[src/rtl/clk_ctrl_pkg.sv]
// Shared types and constants for the clock-switch sequencer.
package clk_ctrl_pkg;
    localparam int NUM_SRC = 4;
    localparam int SEL_W   = 2;
    localparam logic [SEL_W-1:0] SAFE_SRC = '0;

    typedef enum logic [1:0] {
        IDLE     = 2'd0,
        WAIT_RDY = 2'd1,
        SETTLE   = 2'd2,
        RETIRE   = 2'd3
    } state_t;

    function automatic int max2(input int a, input int b);
        return (a > b) ? a : b;
    endfunction
endpackage

[src/rtl/clk_switch_ctrl_if.sv]
// Request/status bundle between the clock register block, the sequencer and the 4:1 clock mux.
interface clk_switch_ctrl_if;
    import clk_ctrl_pkg::*;

    logic               req_valid;
    logic [SEL_W-1:0]   req_sel;
    logic               req_ready;
    logic [NUM_SRC-1:0] src_rdy;
    logic [NUM_SRC-1:0] osc_en;
    logic [SEL_W-1:0]   mux_sel;
    logic [SEL_W-1:0]   cur_sel;
    logic               busy;
    logic               done;
    logic               err;
    logic               fault;

    modport master (
        output req_valid, req_sel, src_rdy,
        input  req_ready, osc_en, mux_sel, cur_sel, busy, done, err, fault
    );
    modport slave (
        input  req_valid, req_sel, src_rdy,
        output req_ready, osc_en, mux_sel, cur_sel, busy, done, err, fault
    );
endinterface

[src/rtl/clk_rdy_sync.sv]
// Multi-flop synchronizer for one oscillator ready flag; q_pre is the value q takes on the next edge.
module clk_rdy_sync #(
    parameter int STAGES = 2
) (
    input  logic clk,
    input  logic rst_n,
    input  logic d,
    output logic q,
    output logic q_pre
);
    logic [STAGES-1:0] ff;

    always_ff @(posedge clk or negedge rst_n) begin
        if (!rst_n) ff <= '0;
        else        ff <= {ff[STAGES-2:0], d};
    end

    assign q     = ff[STAGES-1];
    assign q_pre = ff[STAGES-2];
endmodule

[src/rtl/clk_switch_ctrl.sv]
// Sequences oscillator enable, mux select and old-source retirement for the glitch-free 4:1 clock mux.
// Registered outputs; requests are only taken in IDLE and never while a fallback is being triggered.
module clk_switch_ctrl
    import clk_ctrl_pkg::*;
#(
    parameter int RDY_TIMEOUT = 1024,
    parameter int SETTLE_CYC  = 16,
    parameter int SYNC_STAGES = 2
) (
    input  logic             clk,
    input  logic             rst_n,
    clk_switch_ctrl_if.slave ctl
);
    localparam int CNT_W = $clog2(max2(RDY_TIMEOUT, SETTLE_CYC) + 1);
    localparam logic [CNT_W-1:0] TO_LAST  = CNT_W'(RDY_TIMEOUT - 1);
    localparam logic [CNT_W-1:0] SET_LAST = CNT_W'(SETTLE_CYC - 1);

    state_t             state_q, state_d;
    logic [CNT_W-1:0]   cnt_q, cnt_d, cnt_inc;
    logic [SEL_W-1:0]   tgt_q, tgt_d, old_q, old_d;
    logic [SEL_W-1:0]   mux_sel_q, mux_sel_d, cur_sel_q, cur_sel_d;
    logic [NUM_SRC-1:0] osc_en_q, osc_en_d;
    logic               fb_q, fb_d;
    logic               req_ready_q, req_ready_d, busy_q, busy_d;
    logic               done_q, done_d, err_q, err_d, fault_q, fault_d;
    logic [NUM_SRC-1:0] rdy_s, rdy_pre;
    logic               fb_trig, accept;

    for (genvar i = 0; i < NUM_SRC; i++) begin : g_sync
        clk_rdy_sync #(.STAGES(SYNC_STAGES)) u_sync (
            .clk   (clk),
            .rst_n (rst_n),
            .d     (ctl.src_rdy[i]),
            .q     (rdy_s[i]),
            .q_pre (rdy_pre[i])
        );
    end

    assign fb_trig = (state_q == IDLE) && (cur_sel_q != SAFE_SRC) && !rdy_s[cur_sel_q];
    assign accept  = (state_q == IDLE) && !fb_trig && ctl.req_valid && req_ready_q;
    assign cnt_inc = (cnt_q == '1) ? cnt_q : cnt_q + CNT_W'(1);

    always_ff @(posedge clk or negedge rst_n) begin
        if (!rst_n) begin
            state_q     <= IDLE;
            cnt_q       <= '0;
            tgt_q       <= SAFE_SRC;
            old_q       <= SAFE_SRC;
            fb_q        <= 1'b0;
            mux_sel_q   <= SAFE_SRC;
            cur_sel_q   <= SAFE_SRC;
            osc_en_q    <= NUM_SRC'(1);
            req_ready_q <= 1'b1;
            busy_q      <= 1'b0;
            done_q      <= 1'b0;
            err_q       <= 1'b0;
            fault_q     <= 1'b0;
        end else begin
            state_q     <= state_d;
            cnt_q       <= cnt_d;
            tgt_q       <= tgt_d;
            old_q       <= old_d;
            fb_q        <= fb_d;
            mux_sel_q   <= mux_sel_d;
            cur_sel_q   <= cur_sel_d;
            osc_en_q    <= osc_en_d;
            req_ready_q <= req_ready_d;
            busy_q      <= busy_d;
            done_q      <= done_d;
            err_q       <= err_d;
            fault_q     <= fault_d;
        end
    end

    always_comb begin
        state_d = state_q;
        case (state_q)
            IDLE: begin
                if (fb_trig)                                 state_d = SETTLE;
                else if (accept && ctl.req_sel != cur_sel_q) state_d = WAIT_RDY;
            end
            WAIT_RDY: begin
                if (rdy_s[tgt_q])          state_d = SETTLE;
                else if (cnt_q == TO_LAST) state_d = IDLE;
            end
            SETTLE:  if (cnt_q == SET_LAST) state_d = RETIRE;
            RETIRE:  state_d = IDLE;
            default: state_d = IDLE;
        endcase
    end

    always_comb begin
        cnt_d     = cnt_inc;
        tgt_d     = tgt_q;
        old_d     = old_q;
        fb_d      = fb_q;
        mux_sel_d = mux_sel_q;
        cur_sel_d = cur_sel_q;
        osc_en_d  = osc_en_q;
        done_d    = 1'b0;
        err_d     = 1'b0;
        fault_d   = 1'b0;
        case (state_q)
            IDLE: begin
                cnt_d = '0;
                if (fb_trig) begin
                    mux_sel_d = SAFE_SRC;
                    old_d     = cur_sel_q;
                    fb_d      = 1'b1;
                    fault_d   = 1'b1;
                end else if (accept) begin
                    if (ctl.req_sel == cur_sel_q) begin
                        done_d = 1'b1;
                    end else begin
                        tgt_d                 = ctl.req_sel;
                        old_d                 = cur_sel_q;
                        fb_d                  = 1'b0;
                        osc_en_d[ctl.req_sel] = 1'b1;
                    end
                end
            end
            WAIT_RDY: begin
                if (rdy_s[tgt_q]) begin
                    mux_sel_d = tgt_q;
                    cnt_d     = '0;
                end else if (cnt_q == TO_LAST) begin
                    if (tgt_q != SAFE_SRC) osc_en_d[tgt_q] = 1'b0;
                    done_d = 1'b1;
                    err_d  = 1'b1;
                    cnt_d  = '0;
                end
            end
            SETTLE: ;
            RETIRE: begin
                cnt_d     = '0;
                cur_sel_d = mux_sel_q;
                if (old_q != SAFE_SRC && old_q != mux_sel_q) osc_en_d[old_q] = 1'b0;
                done_d = !fb_q;
            end
            default: cnt_d = '0;
        endcase
        osc_en_d[SAFE_SRC] = 1'b1;
        busy_d = (state_d != IDLE);
        // Predict next cycle's fallback trigger so req_ready is already low in that cycle.
        req_ready_d = (state_d == IDLE) &&
                      !((cur_sel_d != SAFE_SRC) && !rdy_pre[cur_sel_d]);
    end

    assign ctl.req_ready = req_ready_q;
    assign ctl.osc_en    = osc_en_q;
    assign ctl.mux_sel   = mux_sel_q;
    assign ctl.cur_sel   = cur_sel_q;
    assign ctl.busy      = busy_q;
    assign ctl.done      = done_q;
    assign ctl.err       = err_q;
    assign ctl.fault     = fault_q;
endmodule
[src/flat_wrapper.sv]
// flat-port wrapper written by rule: the top's interface ports become plain ports
module clk_switch_ctrl_flat import clk_ctrl_pkg::*;
#(
    parameter int RDY_TIMEOUT = 1024,
    parameter int SETTLE_CYC  = 16,
    parameter int SYNC_STAGES = 2
)
  (clk, rst_n, ctl_req_valid, ctl_req_sel, ctl_src_rdy, ctl_req_ready, ctl_osc_en, ctl_mux_sel, ctl_cur_sel, ctl_busy, ctl_done, ctl_err, ctl_fault);
  clk_switch_ctrl_if ctl_i ();
  input  logic clk;
  input  logic rst_n;
  input wire logic [$bits(ctl_i.req_valid)-1:0] ctl_req_valid;
  input wire logic [$bits(ctl_i.req_sel)-1:0] ctl_req_sel;
  input wire logic [$bits(ctl_i.src_rdy)-1:0] ctl_src_rdy;
  output wire logic [$bits(ctl_i.req_ready)-1:0] ctl_req_ready;
  output wire logic [$bits(ctl_i.osc_en)-1:0] ctl_osc_en;
  output wire logic [$bits(ctl_i.mux_sel)-1:0] ctl_mux_sel;
  output wire logic [$bits(ctl_i.cur_sel)-1:0] ctl_cur_sel;
  output wire logic [$bits(ctl_i.busy)-1:0] ctl_busy;
  output wire logic [$bits(ctl_i.done)-1:0] ctl_done;
  output wire logic [$bits(ctl_i.err)-1:0] ctl_err;
  output wire logic [$bits(ctl_i.fault)-1:0] ctl_fault;
  assign ctl_i.req_valid = ctl_req_valid;
  assign ctl_i.req_sel = ctl_req_sel;
  assign ctl_i.src_rdy = ctl_src_rdy;
  assign ctl_req_ready = ctl_i.req_ready;
  assign ctl_osc_en = ctl_i.osc_en;
  assign ctl_mux_sel = ctl_i.mux_sel;
  assign ctl_cur_sel = ctl_i.cur_sel;
  assign ctl_busy = ctl_i.busy;
  assign ctl_done = ctl_i.done;
  assign ctl_err = ctl_i.err;
  assign ctl_fault = ctl_i.fault;
  clk_switch_ctrl #(.RDY_TIMEOUT(RDY_TIMEOUT), .SETTLE_CYC(SETTLE_CYC), .SYNC_STAGES(SYNC_STAGES)) u_core (.clk(clk), .rst_n(rst_n), .ctl(ctl_i));
endmodule
[config.mk]
export PLATFORM = sky130hd
export DESIGN_NAME = clk_switch_ctrl_flat
export DESIGN_NICKNAME = d
export VERILOG_FILES = /design/src/rtl/clk_ctrl_pkg.sv /design/src/rtl/clk_switch_ctrl_if.sv /design/src/rtl/clk_rdy_sync.sv /design/src/rtl/clk_switch_ctrl.sv /design/src/flat_wrapper.sv
export SDC_FILE = /design/constraint.sdc
export NUM_CORES = 1
export LEC_CHECK = 0
export ABC_AREA = 1
export CAP_MARGIN = 20
export CORE_MARGIN = 2
export CORE_UTILIZATION = 60
export DETAILED_ROUTE_END_ITERATION = 12
export PLACE_DENSITY = 0.89
export RECOVER_POWER = 50
export SLEW_MARGIN = 30
export SYNTH_ARGS = -nofsm -noshare
export SYNTH_HDL_FRONTEND = slang
export SYNTH_SLANG_ARGS = --single-unit
[constraint.sdc]
create_clock -name clk -period 3.2 [get_ports clk]
set_input_delay 0.32 -clock clk [delete_from_list [all_inputs] [get_ports clk]]
set_output_delay 0.32 -clock clk [all_outputs]
set_load 0.01 [all_outputs]
; ---- Word-level counts from Yosys, hierarchy flattened
; Index checks and enable logic that the tools add are counted.
[word_totals]
reg_bits = 38
inputBits = 9
elab_cells = 133
[op_classes]
addsub = 1
order_cmp = 8
n_eq_ne = 19
n_mux = 49
n_bitwise = 7
n_reduce_logical = 32
[op_table]
columns = operator, count
row1 = 2-to-1 mux 11 bit, 3
row2 = 2-to-1 mux 4 bit, 7
row3 = 2-to-1 mux 2 bit, 11
row4 = case mux 11 bit (2 select lines), 1
row5 = 2-to-1 mux 1 bit, 17
row6 = < comparator 2 x 3 -> 1 bit (second input constant), 5
row7 = inequality test 2 x 1 -> 1 bit (second input constant), 7
row8 = nonzero test 2 bit, 7
row9 = logical AND 1 bit, 12
row10 = case mux 4 bit (3 select lines), 1
row11 = adder 11 x 1 -> 11 bit (second input constant), 1
row12 = equality test 11 x 10 -> 1 bit (second input constant), 1
row13 = equality test 11 bit (second input constant), 1
row14 = equality test 11 x 4 -> 1 bit (second input constant), 1
row15 = AND 4 bit, 2
row16 = inverter 4 bit, 2
row17 = case mux 2 bit (4 select lines), 1
row18 = AND reduction 8 bit, 1
row19 = binary-select mux 1 bit (select 2 bit), 3
row20 = demux 1 bit (select 2 bit), 3
row21 = >= comparator 2 x 1 -> 1 bit (second input constant), 3
row22 = inequality test 2 bit (second input constant), 3
row23 = AND reduction 3 bit, 2
row24 = zero test 1 bit, 5
row25 = other kinds (12), 16

; ---- Longest topological paths before layout
; Gate-level depths: netlist of the first run.
[depth]
word_depth = 14
depth_mapped = 11
depth_no_buf = 11

; ---- Hierarchy
; A second synthesis of the first run with hierarchy kept.
[unflattened]
hier_cells = 246
hier_area_um2 = 2028.2
[by_module_without_submodules]
columns = mod, instances, cells_each, area_each_um2, seq_area_each_um2
row1 = clk_switch_ctrl, 1, 238, 1828.0, 752.0
row2 = clk_rdy_sync, 4, 2, 50.0, 50.0

; ---- Worst setup path before layout of the first run
; Ideal clock, no wire load.
[synth_timing]
kind = register -> register
from = register u_core.cnt_q[0]
to = register u_core.busy_q, in the netlist u_core.ctl.busy
setup_ns = 0.124
arrival_ns = 1.319
required_ns = 3.076
slack_ns = 1.757
path_stages_with_launch = 8
n_path_buf = 0
period_less_slack_ns = 1.443
path_cell_list = dfrtp_1 ha_1 nand3_4 nor2_4 nand3_2 nand3_2 nand3_2 or2_1
[synth_between]
elab_chain_len = 5
elab_cells_between_ends = 7
classes_between = eq/ne (2) / mux (4) / reduce/logical (1)
[synth_rtl]
columns = element, line
row1 = from (decl), clk_switch_ctrl.sv:19  ; logic [CNT_W-1:0] cnt_q, cnt_d, cnt_inc;
row2 = from (signal assigned), clk_switch_ctrl.sv:60  ; cnt_q <= cnt_d;
row3 = equality test 11 x 10 -> 1 bit, clk_switch_ctrl.sv:84  ; else if (cnt_q == TO_LAST) state_d = IDLE;
row4 = 2-to-1 mux 2 bit, clk_switch_ctrl.sv:84
row5 = 2-to-1 mux 2 bit, clk_switch_ctrl.sv:83  ; if (rdy_s[tgt_q]) state_d = SETTLE;
row6 = case mux 2 bit (4 select lines) (*), clk_switch_ctrl.sv:77  ; case (state_q)
row7 = via u_core.state_d[0], clk_switch_ctrl.sv:18  ; state_t state_q, state_d;
row8 = nonzero test 2 bit (*), clk_switch_ctrl.sv:143  ; busy_d = (state_d != IDLE);
row9 = via u_core.busy_d, clk_switch_ctrl.sv:24  ; logic req_ready_q, req_ready_d, busy_q, busy_d;
row10 = to (signal assigned), clk_switch_ctrl.sv:68  ; busy_q <= busy_d;
row11 = to (decl), clk_switch_ctrl.sv:24
; Mark *: on every way through the listed nets, which the timed path passes. The rest lies on a longest branch.
; A chain may end at the register's enable or synchronous reset.

; ---- Final worst setup path of the first run
[layout_timing]
from = register u_core.cur_sel_q[0], in the netlist u_core.ctl.cur_sel[0]
to = output ctl_cur_sel[0]
[layout_rtl]
columns = element, line
row1 = from (decl), clk_switch_ctrl.sv:21  ; logic [SEL_W-1:0] mux_sel_q, mux_sel_d, cur_sel_q, cur_sel_d;
row2 = from (signal assigned), clk_switch_ctrl.sv:65  ; cur_sel_q <= cur_sel_d;
row3 = to (decl), flat_wrapper.sv:18  ; output wire logic [$bits(ctl_i.cur_sel)-1:0] ctl_cur_sel;
; No word-level cell between the ends.

==> results of run 1 <==
## cells in the mapped netlist, types with 2 or more instances
cell type	n	area share [%]
buf_4	2	0.71
nand2_1	69	12
dfrtp_1	37	44
nand4_1	2	0.60
nor2_4	5	2.7
nand3_2	6	2.9
a21oi_1	11	2.6
o21ai_0	13	3.1
inv_2	8	1.4
nand3_4	4	3.3
xor2_1	2	0.83
o21ai_1	2	0.48
nand3_1	28	6.7
xnor2_1	4	1.7
nor3_1	5	1.2
nor2_1	13	2.3
inv_1	21	3.8
nor2_2	2	0.60
nand2_2	7	2.1
## sequential cells by signal (all words and copies together) (netlist names)
| name | cells |
|---|---|
| u_core.state_q | 2 |
| u_core.ctl.err | 1 |
| u_core.ctl.req_ready | 1 |
| u_core.old_q | 2 |
| u_core.tgt_q | 2 |
| u_core.cnt_q | 11 |
| u_core.g_sync.u_sync.ff | 8 |
| u_core.ctl.osc_en | 3 |
| u_core.ctl.mux_sel | 2 |
| u_core.ctl.fault | 1 |
| u_core.fb_q | 1 |
| u_core.ctl.busy | 1 |
| u_core.ctl.cur_sel | 2 |
| u_core.ctl.done | 1 |
## metrics by stage
stage / hold slack, ns / total power (W) / utilization (%) / setup slack (ns)
floorplan: 0.0244 / 0.00115 / - / 1.76
global placement: 0.341 / 0.00134 / 69.7 / 1.52
detailed placement: 0.352 / 0.00137 / 69.7 / 1.46
CTS: 0.0670 / 0.00171 / 72.2 / 1.38
global route: 0.401 / 0.00182 / 72.2 / 1.18
finish: 0.371 / 0.00170 / 72.2 / 1.38
## per-layer routing
metal  track usage, %  up-vias  share of wire [%]
li1                 -      871                  -
met1             29.5      849                 43
met2             44.0       39                 51
met3             5.54        5                4.7
met4             7.88        0                1.3
met5                0        -                  0
## logic make-up (layout without fill, tap and decap cells)
| logic type | count (synthesis) | in the layout | share of synthesized area [%] |
|---|---|---|---|
| adders and majority gates | 1 | 1 | 0.595 |
| buffers and inverters | 34 | 59 | 6.85 |
| xor gates and xnor gates | 6 | 6 | 2.50 |
| and+or+nand+nor | 147 | 147 | 37.2 |
| other | 1 | 1 | 0.179 |
| DFF | 38 | 38 | 45.3 |
| AOI/OAI and AO/OA | 29 | 29 | 7.39 |
## worst max-delay path by stage
stage | start | to | slack (ns) | depth (start not counted)
2_1_floorplan | u_core.cnt_q[0] | u_core.ctl.busy | 1.76 | 7
3_3_place_gp | ctl_req_sel[0] | u_core.ctl.busy | 1.52 | 6
3_5_place_dp | ctl_req_sel[1] | u_core.old_q[0] | 1.46 | 9
4_1_cts | u_core.ctl.cur_sel[0] | ctl_cur_sel[0] | 1.38 | 1
5_1_grt | rst_n | u_core.cnt_q[4] | 1.18 | 1
6_report | u_core.ctl.cur_sel[0] | ctl_cur_sel[0] | 1.38 | 1
## power by group through the flow
stage | clock, W | combinational, W | sequential (W)
2_1_floorplan | 0 | 0.000448 | 0.000703
3_3_place_gp | 0 | 0.000634 | 0.000711
3_5_place_dp | 0 | 0.000656 | 0.000715
4_1_cts | 0.000342 | 0.000662 | 0.000704
5_1_grt | 0.000360 | 0.000740 | 0.000723
6_report | 0.000335 | 0.000661 | 0.000705
## cell type report
cell class | instances | share of cell area [%]
tap | 46 | 2.39
clock buffer | 5 | 1.56
multi-input combinational | 184 | 41.7
clock inverter | 3 | 1.87
inverter | 31 | 4.88
sequential | 38 | 39.5
timing repair buffer | 20 | 8.05
==> flow_metrics.tcl, run 1 <==
set metrics [dict create \
    worstPathCellList "clkdlybuf4s50_1" \
    power_frac_comb_pct 38.9 \
    viasPerCell 5.39 \
    ctsResizeCount 0 \
    fin_nets 290 \
    num_antenna_cells 0 \
    drt-pass1-iter-count 4 \
    vdd_drop_max_uv 471 \
    crit_type "flop to output port" \
    antenna_left 0 \
    holdPathStages 0 \
    slew_headroom_pct -28.0 \
    power.share.clock_pct 19.7 \
    grt_start_max_net_pins 39 \
    finalCritPeriodShare_pct 57.0 \
    startpoint_type "flop" \
    insertion_delay_ns 0.36 \
    grt_pass1_vias 1795 \
    synthCells 256 \
    worst_slew_pin_slew_ns 1.92 \
    r2r-start "u_core.cnt_q[0]" \
    fin_worst_skew_ns 0.0101 \
    critPathCaptureType "output port" \
    clock_path_buffers 2 \
    setup_viol 0 \
    pin_count 22 \
    status "finished, violations left" \
    place.port_buffers 20 \
    postCtsHoldBufs 0 \
    drv_cap 1 \
    regArea_um2 952 \
    p_leak_nw 1.13 \
    core_um2 3340 \
    p_per_area_nw_per_um2 706 \
    seqPwrFrac_pct 41.4 \
    routabilityCongestion 0.913 \
    drive_gt1_share_pct 16.7 \
    final_cell_mix "69 x nand2_1, 37 x dfrtp_1, 28 x nand3_1" \
    drt_wl_total_um 4290 \
    drcViolationCount 0 \
    critPathBufInv 1 \
    drt_iter0_markers 86 \
    cts_sinks 38 \
    dieArea_um2 3990 \
    crit_required_ns 2.88 \
    cp_max_fo 8 \
    avgSynthCellArea_um2 8.21 \
    final_area_um2 2410 \
    hold_viol_final 0 \
    synth-seq-cells 38 \
    die_height_um 63.2 \
    multiInputGateArea_um2 1000 \
    slew_violations 39 \
    max_freq_mhz 548 \
    dpl.hpwl_um 3220 \
    area_delta_synth_final_pct 14.7 \
    syn_area_um2 2100 \
    internal_power_w 0.00100 \
    initial_core_util_pct 63.0 \
    hp-start "u_core.g_sync[0].u_sync.ff[0]" \
    cp_slowest_cell "clkdlybuf4s50_1" \
    slowest_delay_ns 0.60 \
    r2r_cells 7 \
    synthArstFlopShare_pct 100 \
    die_w_um 63.2 \
    grt_pass1_wl_um 7670 \
    setup-tns-final_ns 0 \
    globalRouteOverflowTotal 0 \
    r2r-end "u_core.cnt_q[1]" \
    synth_cell_types 34 \
    r2r_slack_ns 1.52 \
    cts_setup_buffers 0 \
    hold_path_class "flop to flop" \
    switchingPower_w 0.000699 \
    placedCellCount 319 \
    antenna_found_initial 0 \
    rsz0062_at_grt "false" \
    stdcell_count 327 \
    hold_path_end "u_core.g_sync[0].u_sync.ff[1]" \
    synth_nets 266 \
    violations "max-capacitance violations, max-slew violations" \
    htree_levels 2 \
    cts_root_buffer "clkbuf_4" \
    num-fill-cells 289 \
    track_usage_pct 24.7 \
    ys.flop_type "dfrtp_1" \
    cts_buffers 5 \
    yosysWarnings 0 \
    final_common_cell "nand2_1" \
    cp_data_arrival_time_ns 1.50 \
    seq_area_frac_synth_pct 45.3 \
    cts_tree "yes" \
    detail_route.wl_per_cell_um 13.1 \
    synth-edff-count 0 \
    cpLargestDelayFamily "buffers and inverters" \
    num_vias 1764 \
    clkSlewWorstSetupHoldPaths_ns 0.11 \
    placed_cell_area_um2 2330 \
    period_minus_slack_ns 1.82 \
    fp-row-count 21 \
    switching_share_pct 41.1 \
]
(Power assumes the default switching activity.)
==> run 2: changes to the inputs <==
CORE_UTILIZATION = 56   (was 60)
PLACE_DENSITY = 0.84   (was 0.89)
clock period = 1.73 ns   (was 3.2 ns; I/O delays follow)
==> flow_metrics.tcl, run 2 (synthesis gave the netlist of run 1 again) <==
set metrics [dict create \
    area_delta_synth_final_pct 15.8 \
    multiInputGateArea_um2 1000 \
    final_cell_mix "69 x nand2_1, 36 x dfrtp_1, 28 x nand3_1" \
    r2r-start "u_core.cnt_q[0]" \
    placed_cell_area_um2 2340 \
    antenna_found_initial 0 \
    antenna_left 0 \
    drt_wl_total_um 4230 \
    hold_path_class "flop to flop" \
    startpoint "u_core.ctl.cur_sel[0]" \
    pin_count 22 \
    num_vias 1746 \
    switching_share_pct 40.7 \
    insertion_delay_ns 0.29 \
    viasPerCell 5.26 \
    status "finished, final reports clean" \
    drv_cap 0 \
    critPathBufInv 1 \
    p_leak_nw 1.15 \
    cp_max_fo 8 \
    power_frac_comb_pct 39.4 \
    cts_tree "yes" \
    grt_start_max_net_pins 39 \
    num_antenna_cells 0 \
    place.port_buffers 20 \
    drive_gt1_share_pct 16.9 \
    max_freq_mhz 631 \
    rsz0062_at_grt "false" \
    vdd_drop_max_uv 806 \
    grt_pass1_wl_um 7220 \
    setup-tns-final_ns 0 \
    startpoint_type "flop" \
    fin_nets 293 \
    p_per_area_nw_per_um2 1280 \
    finish.utilization_pct 67.0 \
    crit_type "flop to output port" \
    power.share.clock_pct 18.5 \
    period_minus_slack_ns 1.58 \
    detail_route.wl_per_cell_um 12.7 \
    placedCellCount 323 \
    crit_required_ns 1.56 \
    cts_root_buffer "clkbuf_8" \
    routabilityCongestion 0.874 \
    track_usage_pct 22.4 \
    initial_core_util_pct 57.8 \
    regArea_um2 953 \
    final_area_um2 2430 \
    slew_violations 0 \
    dpl.hpwl_um 3160 \
    stdcell_count 332 \
    cp_slowest_cell "clkdlybuf4s50_1" \
    die_height_um 65.3 \
    worstPathCellList "clkdlybuf4s50_1" \
    dieArea_um2 4260 \
    num-fill-cells 306 \
    critPathCaptureType "output port" \
    globalRouteOverflowTotal 0 \
    drt_iter0_markers 227 \
    largest_reg_flops 11 \
    drt-pass1-iter-count 4 \
    clock_path_buffers 2 \
    htree_levels 2 \
    internal_power_w 0.00184 \
    power.total_w 0.00310 \
    die_w_um 65.3 \
    switchingPower_w 0.00126 \
    finalCritPeriodShare_pct 91.6 \
    grt_pass1_vias 1573 \
    top_register "u_core.cnt_q" \
    core_um2 3630 \
    cts_buffers 5 \
    seqPwrFrac_pct 42.0 \
    cpLargestDelayFamily "buffers and inverters" \
    hold_viol_final 0 \
    clkSlewWorstSetupHoldPaths_ns 0.06 \
    fp-row-count 22 \
    drcViolationCount 0 \
    hp-start "u_core.g_sync[0].u_sync.ff[0]" \
    final_common_cell "nand2_1" \
    slowest_delay_ns 0.60 \
    fin_worst_skew_ns 0.0160 \
    cp_data_arrival_time_ns 1.41 \
    cts_sinks 38 \
    slew_headroom_pct 38.9 \
    worst_slew_pin_slew_ns 0.916 \
    setup_viol 0 \
]
run 2: timing repair:
action	in CTS	in global routing
gates resized for setup	0	1
setup buffers	0	0
setup endpoints to repair	0	4
hold endpoints to repair	37	0
hold buffers	1	0
run 2: routing by layer:
| layer | GRT usage [%] | wire, um | vias to the layer above |
|---|---|---|---|
| met5 | 0 | 0 | - |
| met4 | 8.33 | 48 | 0 |
| met3 | 4.97 | 232 | 6 |
| met2 | 34.2 | 1980 | 55 |
| met1 | 31.5 | 1970 | 804 |
| li1 | - | - | 881 |
run 2: final timing paths:
check                                                end  slack, ns  depth (start not counted)
hold / removal             u_core.g_sync[0].u_sync.ff[1]       0.35                          0
setup reg to reg                         u_core.ctl.busy       0.17                          7
hold reg to reg            u_core.g_sync[0].u_sync.ff[1]       0.35                          0
min in group asynchronous           u_core.ctl.osc_en[2]       0.61                          3
setup / recovery                          ctl_cur_sel[0]       0.15                          1
max in group asynchronous                u_core.cnt_q[0]       0.47                          3
run 2: final cells by class:
type / count / area share, %
Clock buffer: 8 / 3.29
Timing Repair Buffer: 23 / 8.95
Inverter: 31 / 4.83
Tap cell: 48 / 2.47
Multi-Input combinational cell: 184 / 41.3
Sequential cell: 38 / 39.2
run 2: per-stage QoR:
step,hold WS (ns),setup slack (ns)
6_report,0.348,0.146
5_1_grt,0.364,0.0409
4_1_cts,0.326,0.120
3_5_place_dp,0.248,0.132
3_3_place_gp,0.245,0.179
2_1_floorplan,-0.123,0.287
run 2: power by group through the flow:
stage	clock network [W]	registers, W	logic [W]
global route	0.000634	0.00133	0.00138
detailed placement	0	0.00131	0.00122
CTS	0.000589	0.00130	0.00123
global placement	0	0.00131	0.00119
finish	0.000575	0.00130	0.00122
floorplan	0	0.00130	0.000829
